`src/rtl/axi_lite_regfile.sv`:
```
// AXI4-Lite slave register file: NUM_REGS registers of DATA_WIDTH bits.
// It supports byte strobes and per-register read-only masking. Read-only
// registers return live hardware data, and each register has a one-cycle
// write pulse.
module axi_lite_regfile #(
    parameter int                  ADDR_WIDTH = 32,
    parameter int                  DATA_WIDTH = 32,
    parameter int                  NUM_REGS   = 8,
    parameter logic [NUM_REGS-1:0] RO_MASK    = '0
) (
    input  logic                           clk_i,
    input  logic                           rst_i,
    input  logic [ADDR_WIDTH-1:0]          aw_addr_i,
    input  logic                           aw_valid_i,
    output logic                           aw_ready_o,
    input  logic [DATA_WIDTH-1:0]          w_data_i,
    input  logic [DATA_WIDTH/8-1:0]        w_strb_i,
    input  logic                           w_valid_i,
    output logic                           w_ready_o,
    output logic [1:0]                     b_resp_o,
    output logic                           b_valid_o,
    input  logic                           b_ready_i,
    input  logic [ADDR_WIDTH-1:0]          ar_addr_i,
    input  logic                           ar_valid_i,
    output logic                           ar_ready_o,
    output logic [DATA_WIDTH-1:0]          r_data_o,
    output logic [1:0]                     r_resp_o,
    output logic                           r_valid_o,
    input  logic                           r_ready_i,
    output logic [NUM_REGS*DATA_WIDTH-1:0] reg_q_o,
    input  logic [NUM_REGS*DATA_WIDTH-1:0] ro_data_i,
    output logic [NUM_REGS-1:0]            wr_pulse_o
);

    localparam int BYTES = DATA_WIDTH / 8;
    localparam int OFF_W = $clog2(BYTES);
    localparam int IDX_W = $clog2(NUM_REGS);

    // One extra bit so the span itself is representable even when the
    // register block fills the whole address space.
    localparam logic [ADDR_WIDTH:0] ADDR_SPAN = (ADDR_WIDTH+1)'(NUM_REGS * BYTES);

    localparam logic [1:0] RESP_OKAY   = 2'b00;
    localparam logic [1:0] RESP_SLVERR = 2'b10;
    localparam logic [1:0] RESP_DECERR = 2'b11;

    localparam logic [1:0] WR_IDLE    = 2'd0;
    localparam logic [1:0] WR_HAVE_AW = 2'd1;
    localparam logic [1:0] WR_HAVE_W  = 2'd2;
    localparam logic [1:0] WR_RESP    = 2'd3;

    localparam logic [0:0] RD_IDLE = 1'b0;
    localparam logic [0:0] RD_RESP = 1'b1;

    // Address is in range if it falls below the register block span.
    function automatic logic addr_in_range(input logic [ADDR_WIDTH-1:0] addr);
        return ({1'b0, addr} < ADDR_SPAN);
    endfunction

    // Register index; low byte-offset bits are ignored.
    function automatic logic [IDX_W-1:0] reg_index(input logic [ADDR_WIDTH-1:0] addr);
        return addr[OFF_W +: IDX_W];
    endfunction

    // Merge write data into the current value where the byte strobe is set.
    function automatic logic [DATA_WIDTH-1:0] apply_strb(
        input logic [DATA_WIDTH-1:0] cur,
        input logic [DATA_WIDTH-1:0] wdata,
        input logic [BYTES-1:0]      strb
    );
        logic [DATA_WIDTH-1:0] res;
        res = cur;
        for (int b = 0; b < BYTES; b++) begin
            if (strb[b]) begin
                res[8*b +: 8] = wdata[8*b +: 8];
            end
        end
        return res;
    endfunction

    logic [DATA_WIDTH-1:0] regs_q [NUM_REGS];
    logic                  ready_en_q;

    logic [1:0]            wr_state;
    logic [ADDR_WIDTH-1:0] aw_addr_p0;
    logic [DATA_WIDTH-1:0] w_data_p0;
    logic [BYTES-1:0]      w_strb_p0;

    logic                  aw_hs;
    logic                  w_hs;
    logic                  wr_commit;
    logic [ADDR_WIDTH-1:0] wr_addr;
    logic [DATA_WIDTH-1:0] wr_data;
    logic [BYTES-1:0]      wr_strb;
    logic [IDX_W-1:0]      wr_idx;
    logic                  wr_in_range;
    logic                  wr_ok;
    logic [1:0]            wr_resp;

    logic [0:0]            rd_state;
    logic                  ar_hs;
    logic [IDX_W-1:0]      ar_idx;
    logic                  ar_in_range;

    // Readies stay low during reset and come up on the first clock after release.
    always_ff @(posedge clk_i or posedge rst_i) begin
        if (rst_i) begin
            ready_en_q <= 1'b0;
        end else begin
            ready_en_q <= 1'b1;
        end
    end

    // Handshakes and commit decode. A half that arrives in the completing cycle
    // is taken straight from the bus; an earlier half comes from its latch.
    always_comb begin
        aw_ready_o  = ready_en_q && ((wr_state == WR_IDLE) || (wr_state == WR_HAVE_W));
        w_ready_o   = ready_en_q && ((wr_state == WR_IDLE) || (wr_state == WR_HAVE_AW));
        ar_ready_o  = ready_en_q && (rd_state == RD_IDLE);
        b_valid_o   = (wr_state == WR_RESP);
        r_valid_o   = (rd_state == RD_RESP);

        aw_hs       = aw_valid_i && aw_ready_o;
        w_hs        = w_valid_i && w_ready_o;
        ar_hs       = ar_valid_i && ar_ready_o;

        wr_commit   = (aw_hs || (wr_state == WR_HAVE_AW)) && (w_hs || (wr_state == WR_HAVE_W));
        wr_addr     = aw_hs ? aw_addr_i : aw_addr_p0;
        wr_data     = w_hs ? w_data_i : w_data_p0;
        wr_strb     = w_hs ? w_strb_i : w_strb_p0;
        wr_idx      = reg_index(wr_addr);
        wr_in_range = addr_in_range(wr_addr);
        wr_ok       = wr_in_range && !RO_MASK[wr_idx];

        if (!wr_in_range) begin
            wr_resp = RESP_DECERR;
        end else if (RO_MASK[wr_idx]) begin
            wr_resp = RESP_SLVERR;
        end else begin
            wr_resp = RESP_OKAY;
        end

        ar_idx      = reg_index(ar_addr_i);
        ar_in_range = addr_in_range(ar_addr_i);
    end

    // Hold whichever half of the write (address or data/strobe) arrives first.
    always_ff @(posedge clk_i) begin
        if (aw_hs) begin
            aw_addr_p0 <= aw_addr_i;
        end
        if (w_hs) begin
            w_data_p0 <= w_data_i;
            w_strb_p0 <= w_strb_i;
        end
    end

    // Write FSM: collect AW and W in either order, then hold B until accepted.
    always_ff @(posedge clk_i or posedge rst_i) begin
        if (rst_i) begin
            wr_state <= WR_IDLE;
            b_resp_o <= RESP_OKAY;
        end else begin
            case (wr_state)
                WR_IDLE: begin
                    if (wr_commit) begin
                        wr_state <= WR_RESP;
                    end else if (aw_hs) begin
                        wr_state <= WR_HAVE_AW;
                    end else if (w_hs) begin
                        wr_state <= WR_HAVE_W;
                    end
                end
                WR_HAVE_AW, WR_HAVE_W: begin
                    if (wr_commit) begin
                        wr_state <= WR_RESP;
                    end
                end
                default: begin
                    if (b_ready_i) begin
                        wr_state <= WR_IDLE;
                    end
                end
            endcase
            if (wr_commit) begin
                b_resp_o <= wr_resp;
            end
        end
    end

    // Register storage and the per-register write pulse (writable, in-range only).
    always_ff @(posedge clk_i or posedge rst_i) begin
        if (rst_i) begin
            for (int i = 0; i < NUM_REGS; i++) begin
                regs_q[i] <= '0;
            end
            wr_pulse_o <= '0;
        end else begin
            wr_pulse_o <= '0;
            if (wr_commit && wr_ok) begin
                regs_q[wr_idx]     <= apply_strb(regs_q[wr_idx], wr_data, wr_strb);
                wr_pulse_o[wr_idx] <= 1'b1;
            end
        end
    end

    // Read FSM: capture the response at the AR handshake and hold it until taken.
    // The register array is read before any same-edge commit lands, so a
    // colliding read returns the pre-write value.
    always_ff @(posedge clk_i or posedge rst_i) begin
        if (rst_i) begin
            rd_state <= RD_IDLE;
            r_data_o <= '0;
            r_resp_o <= RESP_OKAY;
        end else if (rd_state == RD_IDLE) begin
            if (ar_hs) begin
                rd_state <= RD_RESP;
                if (!ar_in_range) begin
                    r_data_o <= '0;
                    r_resp_o <= RESP_DECERR;
                end else if (RO_MASK[ar_idx]) begin
                    r_data_o <= ro_data_i[int'(ar_idx)*DATA_WIDTH +: DATA_WIDTH];
                    r_resp_o <= RESP_OKAY;
                end else begin
                    r_data_o <= regs_q[ar_idx];
                    r_resp_o <= RESP_OKAY;
                end
            end
        end else if (r_ready_i) begin
            rd_state <= RD_IDLE;
        end
    end

    for (genvar g = 0; g < NUM_REGS; g++) begin : g_reg_out
        assign reg_q_o[g*DATA_WIDTH +: DATA_WIDTH] = regs_q[g];
    end

endmodule

```
`config.mk`:
```
export PLATFORM = sky130hd
export DESIGN_NAME = axi_lite_regfile
export DESIGN_NICKNAME = d
export VERILOG_FILES = /design/src/rtl/axi_lite_regfile.sv
export SDC_FILE = /design/constraint.sdc
export NUM_CORES = 1
export LEC_CHECK = 0
export ABC_AREA = 1
export CORE_AREA = 2 2 263 265
export CTS_BUF_LIST = sky130_fd_sc_hd__clkbuf_4 sky130_fd_sc_hd__clkbuf_8 sky130_fd_sc_hd__clkbuf_16
export CTS_CLUSTER_SIZE = 28
export DETAILED_ROUTE_END_ITERATION = 6
export DIE_AREA = 0 0 265 267
export DONT_BUFFER_PORTS = 1
export PLACE_DENSITY_LB_ADDON = 0.05
export REMOVE_ABC_BUFFERS = 1
export SYNTH_ARGS = -nofsm -noshare
export SYNTH_HDL_FRONTEND = slang
export SYNTH_SLANG_ARGS = --single-unit
```
`constraint.sdc`:
```
create_clock -name clk_i -period 13.67 [get_ports clk_i]
set_input_delay 3.4175 -clock clk_i [delete_from_list [all_inputs] [get_ports clk_i]]
set_output_delay 3.4175 -clock clk_i [all_outputs]
set_load 0.02 [all_outputs]
```
After elaboration in Yosys (flattened, before gate mapping) --
Memory sizes are Yosys's and may differ from the RTL's. Index checks and enable logic that the tools add are counted.
Cells by class: mux-type cells 39, magnitude comparators 8, bitwise logic cells 3, reduce and logical (&&, ||, !) cells 21, shift-type cells 1, eq/ne operators 5
Operator list (number):
- two-way mux 32 bit | 9
- bitwise mux 256 bit | 1
- variable part select 256 x 9 -> 32 bit | 1
- binary-select mux 32 bit (select 3 bit) | 2
- demux 32 bit (select 3 bit) | 1
- two-way mux 8 bit | 9
- less-than comparator 32 x 6 -> 1 bit, second input constant | 2
- two-way mux 2 bit | 8
- logical AND 1 bit | 11
- greater-or-equal comparator 4 bit, second input constant | 2
- less-than comparator 3 x 4 -> 1 bit, second input constant | 2
- inverter 3 -> 4 bit | 2
- two-way mux 1 bit | 6
- == test 2 bit, second input constant | 2
- logical OR 1 bit | 4
- less-than comparator 4 x 1 -> 1 bit, second input constant | 1
- two-way mux 4 bit | 1
- != test 4 bit, second input constant | 1
- case mux 2 bit (2 select lines) | 1
- demux 1 bit (select 3 bit) | 1
- greater-or-equal comparator 3 x 1 -> 1 bit, second input constant | 1
- AND reduction 3 bit | 1
- nonzero test 3 bit | 1
- == test 2 x 1 -> 1 bit, second input constant | 1
- other kinds (6) | 6
Word-level totals: input port bits 363, register bits 372, memory bits (read-only) 16, output and inout port bits 305, memories kept 2
Memories:
- (no name shown) | depth 8, width 1, rd ports 1, clocked after memory_dff 0, write ports 0, RTL line 221 | end else if (RO_MASK[ar_idx]) begin
- (no name shown) | depth 8, width 1, rd ports 1, clocked after memory_dff 0, write ports 0, RTL line 137 | end else if (RO_MASK[wr_idx]) begin

Depth between registers and ports, before layout --
Gate-level depths: netlist of the first run.
depth after elaboration 12, depth in mapped cells 17

Least setup slack after synthesis of the first run --
Ideal clock, no wire load.
kind input port to flip-flop, start point in aw_valid_i, end point reg regs_q (netlist bit reg_q_o[102]), library setup time 117 ps, stages 12, data required time 13553 ps, data arrival time 4875 ps, setup slack 8678 ps, path buffers 3, path through clkbuf_1 -> nand4_1 -> nand2_1 -> buf_2 -> buf_2 -> nand2_1 -> nand3_1 -> nand2_1 -> o21ai_0 -> nand2_1 -> nand2_1 -> nand2_1
On the way: word-level cells in the longest chain between the ends 9, elaborated cells between the ends (all ways) 22, classes of those cells order compare (3); mux (10); bitwise (1); reduce/logical (7); memory (1)
Ends and longest elaborated chain:
- start, declared | RTL line 14 | input logic aw_valid_i,
- logical AND 1 bit (*) | RTL line 123 | aw_hs = aw_valid_i && aw_ready_o;
- parallel branches: the longest is 8 deep, another holds less-than comparator 32 x 6 -> 1 bit
- end signal, assigned by index | RTL line 201 | regs_q[wr_idx] <= apply_strb(regs_q[wr_idx], wr_data, wr_strb);
- end, declared | RTL line 81 | logic [DATA_WIDTH-1:0] regs_q [NUM_REGS];
Mark *: on every way between the ends. The select of a mux whose other input is x is not followed. A chain may end at the register's enable or synchronous reset.

Worst setup path in the final report of the first run --
start point in aw_valid_i, end point reg regs_q (netlist bit reg_q_o[151])
Same word-level chain as after synthesis.

==> metrics.csv, run 1 <==
stage;metric;value;unit
power_and_ir_drop;Total Power;3.86;mW
detailed_routing;vias per inst;4.96;
worst_setup_path;Worst Setup Start Kind;input pin;
worst_setup_path;crit-path max FO;55;
detailed_routing;Antenna Nets Post-Route;0;
floorplanning;row cnt;96;
clocking;# Post-CTS Setup Buffers;0;
logic_synthesis;Synth Register Bits;368;
worst_setup_path;worst reg2reg path startpoint;wr_state[0];
clocking;Bufs on Longest Clock Path;3;
power_and_ir_drop;Psw;1.58;mW
grt;initial antenna violation count;13;
floorplanning;Initial Utilization;28.8;%
min_path;min-delay src;aw_addr_p0[14];
layout;filler cell count;7298;
layout;Register Area;8880;µm²
logic_synthesis;top post-synthesis cells by area;dfrtp_1 39%, nand2_1 25%, dfxtp_1 6.7%;
clocking;Root Driver;clkbuf_16;
detailed_routing;DRC errors left;0;
logic_synthesis;mapped cell area;19600;µm²
timing;final-report hold violation count;0;
power_and_ir_drop;Switching Fraction;41.0;%
logic_synthesis;Post-synth EDFFs;0;
grt;largest net degree at the start of global routing;116;
clocking;CTS tree;yes;
min_path;HP Class;flop to flop;
timing;worst rel slew slack;19.8;%
clocking;CTS Hold Bufs;0;
timing;max-slew violations;0;
timing;Final min period;6220;ps
worst_setup_path;CP Launch Point;aw_valid_i;
clocking;Clock Sinks;368;
detailed_routing;total wire length;90.2;mm
timing;period utilisation layout;45.5;%
place;DP Worst Slack;6810;ps
power_and_ir_drop;worst vdd ir;96.4;µV
layout;share of layout cells above drive strength 1;6.71;%
floorplanning;CORE AREA;68000;µm²
floorplanning;# IOs;668;
detailed_routing;DR pass1 iterations;7;
logic_synthesis;Gate Count Post-Synth;2810;
timing;# setup viols final;0;
place;gp weighted congestion;0.782;
worst_setup_path;Crit. End Element;flop;
power_and_ir_drop;static leakage;11.4;nW
logic_synthesis;synth warn;0;
layout;nets;3099;
timing;PnR worst setup slack;7450;ps
place;PortBufs;0;
run_status;outcome;complete, no violations;
grt;first-pass GRT wire length;128;mm
grt;Total GRT Usage;25.1;%
worst_setup_path;CP arrival;6700;ps
layout;synthesis-to-finish area growth;11.0;%
place;Post-DP HPWL;51.6;mm
timing;Final Skew;21.5;ps
power_and_ir_drop;Pint;2.28;mW
clocking;Post-CTS Resized;0;
logic_synthesis;fraction of registers with async set/reset;82.1;%
floorplanning;die area;70800;µm²
power_and_ir_drop;sequential share of power;31.5;%
logic_synthesis;post-synth top area cell;dfrtp_1;
logic_synthesis;top-area cell type share of the netlist area;38.6;%
power_and_ir_drop;pwr/cell area;177;nW/µm²
timing;RSZ-0062 raised after global routing;false;
worst_setup_path;Critical Path RT;14150;ps
timing;max frequency;161;MHz
grt;number of global-route vias before repair;16900;
logic_synthesis;Top FF cell, synth;dfrtp_1;
clocking;clk_lat worst skew;600;ps
floorplanning;Die W;265;µm
logic_synthesis;Syn Area/Cell;6.97;µm²
floorplanning;Die H;267;µm
detailed_routing;wire per inst;24.7;µm
timing;setup_tns;0;ps
timing;Worst Tran Pin Value;1200;ps
worst_setup_path;CP Class;input pin to flop;
detailed_routing;Iteration-0 DRC Markers;1476;
logic_synthesis;sequential share of the synthesized area;45.3;%
logic_synthesis;Yosys cell types;33;
clocking;Reg clk slew, reported paths;60;ps
power_and_ir_drop;Clk network pwr share;33.1;%
power_and_ir_drop;Comb pwr share;35.4;%
clocking;CTS buffer count;48;
detailed_routing;Vias;18100;
run;max-cap violation count;0;
grt;gr ovfl total;0;
layout;area of the multi-input gates;8660;µm²
clocking;H-tree depth;2;
[critical path: stages]
cell     delay (ps)
nand3_4         460
nand2_1         300
nand2_4         300
buf_4           460
nor2_1          250
nand3_2         730
buf_4           570
nand2_1         100
nand2_1          50
[layout make-up]
cell class,count,share of cell area [%]
antenna,6,0.0690
clock buffer,75,6.81
clock inverter,14,0.380
inverter,351,6.11
multi-input combinational,1936,39.8
sequential,368,40.8
tap,882,5.07
timing repair buffer,27,0.932
[through the flow]
step | hold WS (ps) | area (µm²) | util (%) | cells
6_report | 453 | 21800 | 32.0 | 3659
4_1_cts | 457 | 21700 | 32.0 | 3653
2_1_floorplan | 423 | 18800 | - | 2655
5_1_grt | 469 | 21700 | 32.0 | 3655
3_3_place_gp | 436 | 20200 | 29.7 | 3564
3_5_place_dp | 442 | 20200 | 29.7 | 3564
[state kept, by name, indices dropped and copies added, names as in the netlist, 2 cells and up]
register / flops
reg_q_o: 256
r_data_o: 32
w_data_p0: 32
aw_addr_p0: 30
wr_pulse_o: 8
w_strb_p0: 4
wr_state: 2
[synth_stat cells, types with 2 or more instances]
cell      count
a21oi_1     135
a22oi_1      13
a31oi_1      18
buf_1         9
buf_2        34
buf_4         3
buf_6        27
clkbuf_1     82
clkinv_1      5
dfrtp_1     302
dfxtp_1      66
ha_1          4
inv_1       344
inv_2         2
mux2_2       32
nand2_1    1287
nand2_2       2
nand3_1     138
nand4_1      17
nor2_1       48
nor2_2        2
nor2_8       10
nor3_1        2
o211ai_1     15
o21a_1        3
o21ai_0     156
o21ai_1      47
o21ai_2       2
[logic make-up after synthesis]
| logic type | synth area share (%) |
|---|---|
| compound gates | 10.5 |
| fa+ha+maj | 0.255 |
| buf+inv | 11.0 |
| flops | 45.3 |
| mux | 1.84 |
| other cells | 0.0191 |
| simple gates | 31.1 |
[metal layers]
metal	share of wire [%]	global-route usage, %	up-vias
met5	0.081	0	-
met4	2.5	7.24	10
met3	9.1	7.89	139
met2	46	39.7	683
met1	43	32.9	8768
li1	-	-	8539
[placed cells by master, fill, tap and decap left out, types with 2 or more instances in the layout]
master / count
a31oi_1: 18
nand2_4: 2
inv_1: 342
inv_6: 3
o21ai_0: 156
o21ai_2: 2
nor2_1: 46
buf_4: 27
o21ai_1: 47
clkinv_1: 4
nand3_4: 2
a21oi_1: 135
nor3_1: 2
dfxtp_1: 66
nand4_1: 17
clkinv_2: 10
mux2_2: 32
nor2_8: 10
clkbuf_16: 51
diode_2: 6
nand3_1: 129
o21a_1: 3
dfrtp_1: 302
clkbuf_4: 20
nor2_4: 4
inv_2: 3
nand2_2: 3
ha_1: 4
a22oi_1: 13
nand2_1: 1284
clkbuf_8: 4
o211ai_1: 15
nand3_2: 8
[power groups by stage]
stage	Combinational [mW]	Clock (mW)	Sequential, mW
after global placement	1.37	0	1.23
final	1.36	1.28	1.22
after CTS	1.37	1.31	1.22
after floorplan	0.953	0	1.23
after global routing	1.52	1.35	1.23
after detailed placement	1.37	0	1.24
[final timing paths]
check                                  to  slack (ps)  cells past startpoint
setup / recovery             reg_q_o[151]        7450                      9
hold / removal             aw_addr_p0[14]         450                      2
setup reg to reg             reg_q_o[151]        9180                     13
hold reg to reg            aw_addr_p0[14]         450                      2
max in group asynchronous     r_data_o[2]        8450                      3
min in group asynchronous    reg_q_o[150]        2800                      1
Note: power is estimated with default switching activity, not from simulation.
==> run 2, diff against run 1 <==
--- a/config.mk
+++ b/config.mk
@@ -5,7 +5,7 @@
 export SDC_FILE = /design/constraint.sdc
 export NUM_CORES = 1
 export LEC_CHECK = 0
-export ABC_AREA = 1
+export ABC_AREA = 0
 export CORE_AREA = 2 2 263 265
 export CTS_BUF_LIST = sky130_fd_sc_hd__clkbuf_4 sky130_fd_sc_hd__clkbuf_8 sky130_fd_sc_hd__clkbuf_16
 export CTS_CLUSTER_SIZE = 28
==> constraint.sdc (replaced) <==
create_clock -name clk_i -period 5.71 [get_ports clk_i]
set_input_delay 1.4275 -clock clk_i [delete_from_list [all_inputs] [get_ports clk_i]]
set_output_delay 1.4275 -clock clk_i [all_outputs]
set_load 0.02 [all_outputs]
==> run 2 against run 1 <==
Compared with the run above:
- the flow now finishes with violations (DRC)
- synthesized area is 4.2% higher
- register-to-register slack worse by 7800 ps
- combinational power grew to 2.7 times the previous value
- wire length is 2.2% lower
- utilization is 2.1 points higher
- worst setup slack worse by 6100 ps
==> metrics.csv, run 2 <==
stage;metric;value;unit
run_status;outcome;finished with violations;
run_status;failing checks;DRC;
logic_synthesis;Post-synth EDFFs;0;
detailed_routing;Iteration-0 DRC Markers;1070;
detailed_routing;Antenna Nets Post-Route;0;
layout;Util after Layout;34.1;%
timing;Final Skew;26.1;ps
power_and_ir_drop;Clk network pwr share;32.3;%
timing;RSZ-0062 raised after global routing;false;
logic_synthesis;most instantiated cells after synthesis;302 x dfrtp_1, 180 x mux2_2, 173 x nand2_1;
grt;met3 global-route usage;5.44;%
min_path;min-delay src;aw_addr_p0[11];
worst_setup_path;crit-path max FO;16;
power_and_ir_drop;Psw;3.90;mW
clocking;clk_lat worst skew;590;ps
logic_synthesis;simple-gate share of the synthesized area;10.4;%
grt;Total GRT Usage;24.5;%
floorplanning;CORE AREA;68000;µm²
layout;commonest non-fill, non-tap cell in the layout;dfrtp_1;
grt;first-pass GRT wire length;125;mm
clocking;Bufs on Longest Clock Path;3;
timing;max frequency;231;MHz
min_path;Worst Hold Depth;2;
logic_synthesis;Post-Synth XOR/XNOR Area;0;%
floorplanning;Die H;267;µm
grt;M2 GR Usage;40.6;%
logic_synthesis;synth warn;0;
grt;gr ovfl total;0;
grt;GRT busiest layer;met2;
logic_synthesis;sequential share of the synthesized area;43.5;%
place;gp weighted congestion;0.768;
clocking;CTS buffer count;48;
place;DP Worst Slack;1170;ps
clocking;H-tree depth;2;
power_and_ir_drop;static leakage;9.81;nW
floorplanning;row cnt;96;
worst_setup_path;worst reg2reg path startpoint;wr_state[0];
clocking;CTS tree;yes;
logic_synthesis;Top FF cell, synth;dfrtp_1;
logic_synthesis;post-synthesis compound-gate area fraction;14.1;%
timing;Worst Tran Pin Value;1100;ps
logic_synthesis;Gate Count Post-Synth;1869;
grt;largest net degree at the start of global routing;105;
detailed_routing;DR pass1 iterations;7;
floorplanning;# IOs;668;
clocking;Reg clk slew, reported paths;50;ps
floorplanning;Initial Utilization;30.0;%
timing;final-report hold violation count;0;
layout;share of layout cells above drive strength 1;25.2;%
worst_setup_path;CP Class;flop to flop;
timing;# setup viols final;0;
logic_synthesis;most frequent cell after synthesis;dfrtp_1;
detailed_routing;wire per inst;32.1;µm
worst_setup_path;RR Endpoint;reg_q_o[130];
layout;max reg flops;256;
worst_setup_path;Reg2Reg Depth;10;
logic_synthesis;top post-synthesis cells by area;dfrtp_1 37%, mux2_2 9.9%, mux2i_1 8.2%;
grt;met1 Use GR;32.4;%
place;Post-DP HPWL;55.2;mm
worst_setup_path;CP arrival;4750;ps
power_and_ir_drop;Comb pwr share;36.8;%
timing;max-slew violations;0;
clocking;CTS Hold Bufs;0;
detailed_routing;Vias;15800;
layout;synthesis-to-finish area growth;13.4;%
logic_synthesis;top-area cell type share of the netlist area;37.0;%
worst_setup_path;setup slack, reg-to-reg;1380;ps
worst_setup_path;Crit. End Element;flop;
detailed_routing;total wire length;88.3;mm
layout;commonest non-fill, non-tap cells in the layout;302 x dfrtp_1, 180 x mux2_2, 172 x nand2_1, 163 x mux2i_1, 137 x inv_1;
floorplanning;die area;70800;µm²
timing;Final min period;4330;ps
power_and_ir_drop;sequential share of power;30.8;%
clocking;Clock Sinks;368;
power_and_ir_drop;pwr/cell area;427;nW/µm²
place;PortBufs;0;
logic_synthesis;fraction of registers with async set/reset;82.1;%
logic_synthesis;Synth Area in Adders;0.245;%
power_and_ir_drop;Pint;5.98;mW
worst_setup_path;CP Launch Point;wr_state[0];
grt;initial antenna violation count;8;
worst_setup_path;Critical Path RT;6130;ps
timing;period utilisation layout;75.8;%
timing;PnR worst setup slack;1380;ps
run;max-cap violation count;0;
logic_synthesis;Yosys cell types;68;
clocking;Root Driver;clkbuf_16;
power_and_ir_drop;worst vdd ir;212;µV
logic_synthesis;post-synth top area cell;dfrtp_1;
logic_synthesis;mux contribution to synthesized area;25.6;%
timing;worst rel slew slack;26.7;%
place;DP Cell Count;2654;
clocking;# Post-CTS Setup Buffers;0;
timing;WHS;440;ps
layout;fin cells;2746;
floorplanning;Die W;265;µm
logic_synthesis;mapped cell area;20400;µm²
detailed_routing;vias per inst;5.76;
worst_setup_path;Worst Setup Start Kind;flop;
logic_synthesis;Syn Area/Cell;10.9;µm²
power_and_ir_drop;Switching Fraction;39.4;%
grt;number of global-route vias before repair;15900;
detailed_routing;DRC errors left;2;
logic_synthesis;largest family of logic cells by synthesized area;multiplexers;
logic_synthesis;Synth Register Bits;368;
min_path;HP Class;flop to flop;
clocking;Post-CTS Resized;0;
min_path;hold path endpoint;aw_addr_p0[11];
layout;filler cell count;6869;
layout;nets;2189;
==> run 2: cell count changes in the layout (fill, tap and decap cells not counted), moves of 39 or more <==
cell      previous run  this run
o21ai_0            156        65
mux4_2               0        64
inv_1              342       137
nand2_1           1284       172
o221ai_1             0        39
nand2b_1             0        68
a21oi_1            135        76
o21ai_1             47         1
a211oi_1             0        40
mux2i_1              0       163
nand3_1            129        34
mux2_2              32       180
==> run 2: per-stage QoR <==
step	power, mW	cell area (µm²)	setup TNS (ps)
final	9.88	23200	0
after global routing	10.4	23200	0
after CTS	9.99	23200	0
after detailed placement	6.75	21500	0
after global placement	6.71	21500	0
after floorplan	5.27	19700	-1428830
==> run 2: critical path, stage by stage (launching register included) <==
cell	delay [ps]
dfrtp_1	390
inv_1	80
ha_1	430
o211ai_4	570
buf_4	460
buf_4	260
mux2i_4	460
inv_2	70
or4_1	580
o41ai_2	680
mux2i_1	160
==> run 2: kinds of logic (layout without fill, tap and decap cells) <==
kind of cell / Yosys count / after routing
buffers and inverters: 298 / 291
other: 1 / 3
multiplexers: 416 / 416
adder cells (fa/ha/maj): 4 / 4
AND/OR/NAND/NOR: 409 / 409
flip-flops: 368 / 368
AO/OA/AOI/OAI: 373 / 373
==> run 2: layout make-up <==
type                            instances  area, µm²  share of cell area, %
Inverter                              144        548                   2.37
Timing Repair Buffer                   57        478                   2.06
Clock inverter                         17        173                  0.746
Tap cell                              882       1100                   4.77
Antenna cell                            2       5.00                 0.0216
Multi-Input combinational cell       1203      10500                   45.2
Clock buffer                           73       1490                   6.45
Sequential cell                       368       8890                   38.4
==> run 2: worst max-delay path by stage <==
stage | endpoint | slack (ps) | cells past startpoint
after global placement | reg_q_o[226] | 1190 | 8
after floorplan | b_resp_o[0] | -4060 | 1
after CTS | reg_q_o[130] | 1310 | 10
final | reg_q_o[130] | 1380 | 10
after detailed placement | reg_q_o[226] | 1170 | 8
after global routing | reg_q_o[130] | 1090 | 10
==> run 2: power groups by stage <==
stage          sequential, mW  clock [mW]  combinational [mW]
2_1_floorplan            3.11           0                2.16
3_3_place_gp             3.09           0                3.62
3_5_place_dp             3.09           0                3.65
4_1_cts                  3.05        3.28                3.66
5_1_grt                  3.07        3.39                3.90
6_report                 3.05        3.19                3.64
==> run 2: per-layer routing <==
layer,vias to the layer above,wire length (µm)
met1,8336,37600
li1,6784,-
met2,565,42500
met3,112,6250
met4,8,1910
met5,-,55
==> run 3, diff against run 2 <==
==> constraint.sdc (replaced) <==
create_clock -name clk_i -period 3.7 [get_ports clk_i]
set_input_delay 0.925 -clock clk_i [delete_from_list [all_inputs] [get_ports clk_i]]
set_output_delay 0.925 -clock clk_i [all_outputs]
set_load 0.02 [all_outputs]
==> run 3 against run 2 <==
Compared with the run above:
- the run now ends clean
- wire length down 0.35%
- cell count up 0.87%
- flip-flop and latch count unchanged
- count of clock-buffer cells in the layout up 5
- critical path type unchanged
- critical endpoint is now reg_q_o[132]
- highest routed layer is now met4
==> metrics.csv, run 3 (synthesis results as in run 2) <==
stage;metric;value;unit
timing;Final min period;3530;ps
worst_setup_path;crit-path max FO;22;
grt;gr ovfl total;0;
timing;period utilisation layout;95.4;%
run_status;outcome;complete, no violations;
layout;commonest non-fill, non-tap cell in the layout;dfrtp_1;
worst_setup_path;CP arrival;4040;ps
layout;commonest non-fill, non-tap cells in the layout;302 x dfrtp_1, 180 x mux2_2, 172 x nand2_1, 163 x mux2i_1, 137 x inv_1;
timing;WHS;241;ps
clocking;H-tree depth;2;
worst_setup_path;Crit. End Element;flop;
clocking;Reg clk slew, reported paths;60;ps
clocking;Clock Sinks;368;
place;gp weighted congestion;0.793;
timing;max frequency;283;MHz
floorplanning;# IOs;668;
power_and_ir_drop;pwr/cell area;656;nW/µm²
place;Placed Area;22000;µm²
layout;antenna cell count;0;
grt;Total GRT Usage;24.5;%
run;max-cap violation count;0;
clocking;CTS Hold Bufs;0;
timing;Final Skew;36.0;ps
grt;first-pass GRT wire length;125;mm
detailed_routing;DR pass1 iterations;5;
timing;Worst Tran Pin Value;818;ps
power_and_ir_drop;worst vdd ir;352;µV
layout;share of layout cells above drive strength 1;26.5;%
grt;number of global-route vias before repair;16200;
worst_setup_path;CP Launch Point;wr_state[0];
timing;RSZ-0062 raised after global routing;false;
timing;final-report hold violation count;0;
layout;Design Area, Final;23600;µm²
timing;max-slew violations;0;
clocking;Root Driver;clkbuf_16;
floorplanning;Initial Utilization;30.0;%
clocking;CTS buffer count;46;
timing;worst rel slew slack;44.4;%
detailed_routing;Iteration-0 DRC Markers;1320;
clocking;Bufs on Longest Clock Path;3;
layout;max reg flops;256;
detailed_routing;Vias;16000;
detailed_routing;Antenna Nets Post-Route;0;
clocking;clk_lat worst skew;600;ps
floorplanning;Die H;267;µm
min_path;HP Class;input pin to async pin;
timing;# setup viols final;0;
layout;synthesis-to-finish area growth;15.7;%
detailed_routing;DRC errors left;0;
floorplanning;row cnt;96;
grt;largest net degree at the start of global routing;83;
place;PortBufs;0;
place;DP Cell Count;2684;
detailed_routing;wire per inst;31.8;µm
detailed_routing;vias per inst;5.77;
place;Post-DP HPWL;56.9;mm
layout;nets;2217;
power_and_ir_drop;static leakage;10.0;nW
worst_setup_path;Worst Setup Start Kind;flop;
floorplanning;die area;70800;µm²
layout;fin cells;2770;
worst_setup_path;worst reg2reg path startpoint;wr_state[0];
floorplanning;Die W;265;µm
worst_setup_path;CP Class;flop to flop;
floorplanning;CORE AREA;68000;µm²
worst_setup_path;Critical Path RT;4210;ps
detailed_routing;total wire length;88.0;mm
clocking;CTS tree;yes;
grt;initial antenna violation count;4;
run 3: path summary, 6_finish.rpt:
check	end	cells past startpoint	slack, ps
min in group clk_i	aw_addr_p0[11]	2	440
max in group asynchronous	reg_q_o[139]	2	2530
setup / recovery	reg_q_o[132]	9	170
setup reg to reg	reg_q_o[132]	9	170
hold / removal	reg_q_o[157]	1	240
hold reg to reg	aw_addr_p0[11]	2	440
run 3: worst max-delay path, cell delays in order (launching register included):
cell and delay, ps:
dfrtp_1 400, inv_1 80, ha_1 390, o211ai_4 560, buf_12 280, mux2i_4 320
buf_4 380, a222oi_1 160, a41oi_1 600, mux2_2 270
run 3: layer usage:
layer | up-vias | share of wire [%] | global-route usage (%)
li1 | 6842 | - | -
met1 | 8426 | 44 | 33.2
met4 | 0 | 2.9 | 7.67
met5 | - | 0 | 0
met3 | 131 | 6.6 | 4.99
met2 | 585 | 47 | 39.2
run 3: per-stage QoR:
step	util (%)	total power, mW	worst slack, ps	TNS, ps
after global placement	32.3	10.7	176	0
after global routing	34.8	16.2	1.37	0
after CTS	34.7	15.6	49.4	0
final	34.8	15.5	170	0
after floorplan	-	8.13	-5570	-2276210
after detailed placement	32.3	10.7	70.9	0
run 3: timing repair:
item                                    4_1_cts  5_1_grt
buffers inserted                              0        0
gates resized for setup                       0        6
endpoints found under the setup margin        0       38
run 3: power by group:
part           total [mW]  internal, mW  switching, mW
Sequential           4.84          4.42          0.415
Combinational        5.89          2.11           3.79
Clock                4.77          2.90           1.86
run 3: area by class of cell:
class                           instances  area (µm²)
Multi-Input combinational cell       1203       10500
Fill cell                            6793       44400
Tap cell                              882        1100
Timing Repair Buffer                   87         953
Inverter                              144         548
Clock inverter                          8         113
Clock buffer                           78        1500
Sequential cell                       368        8890
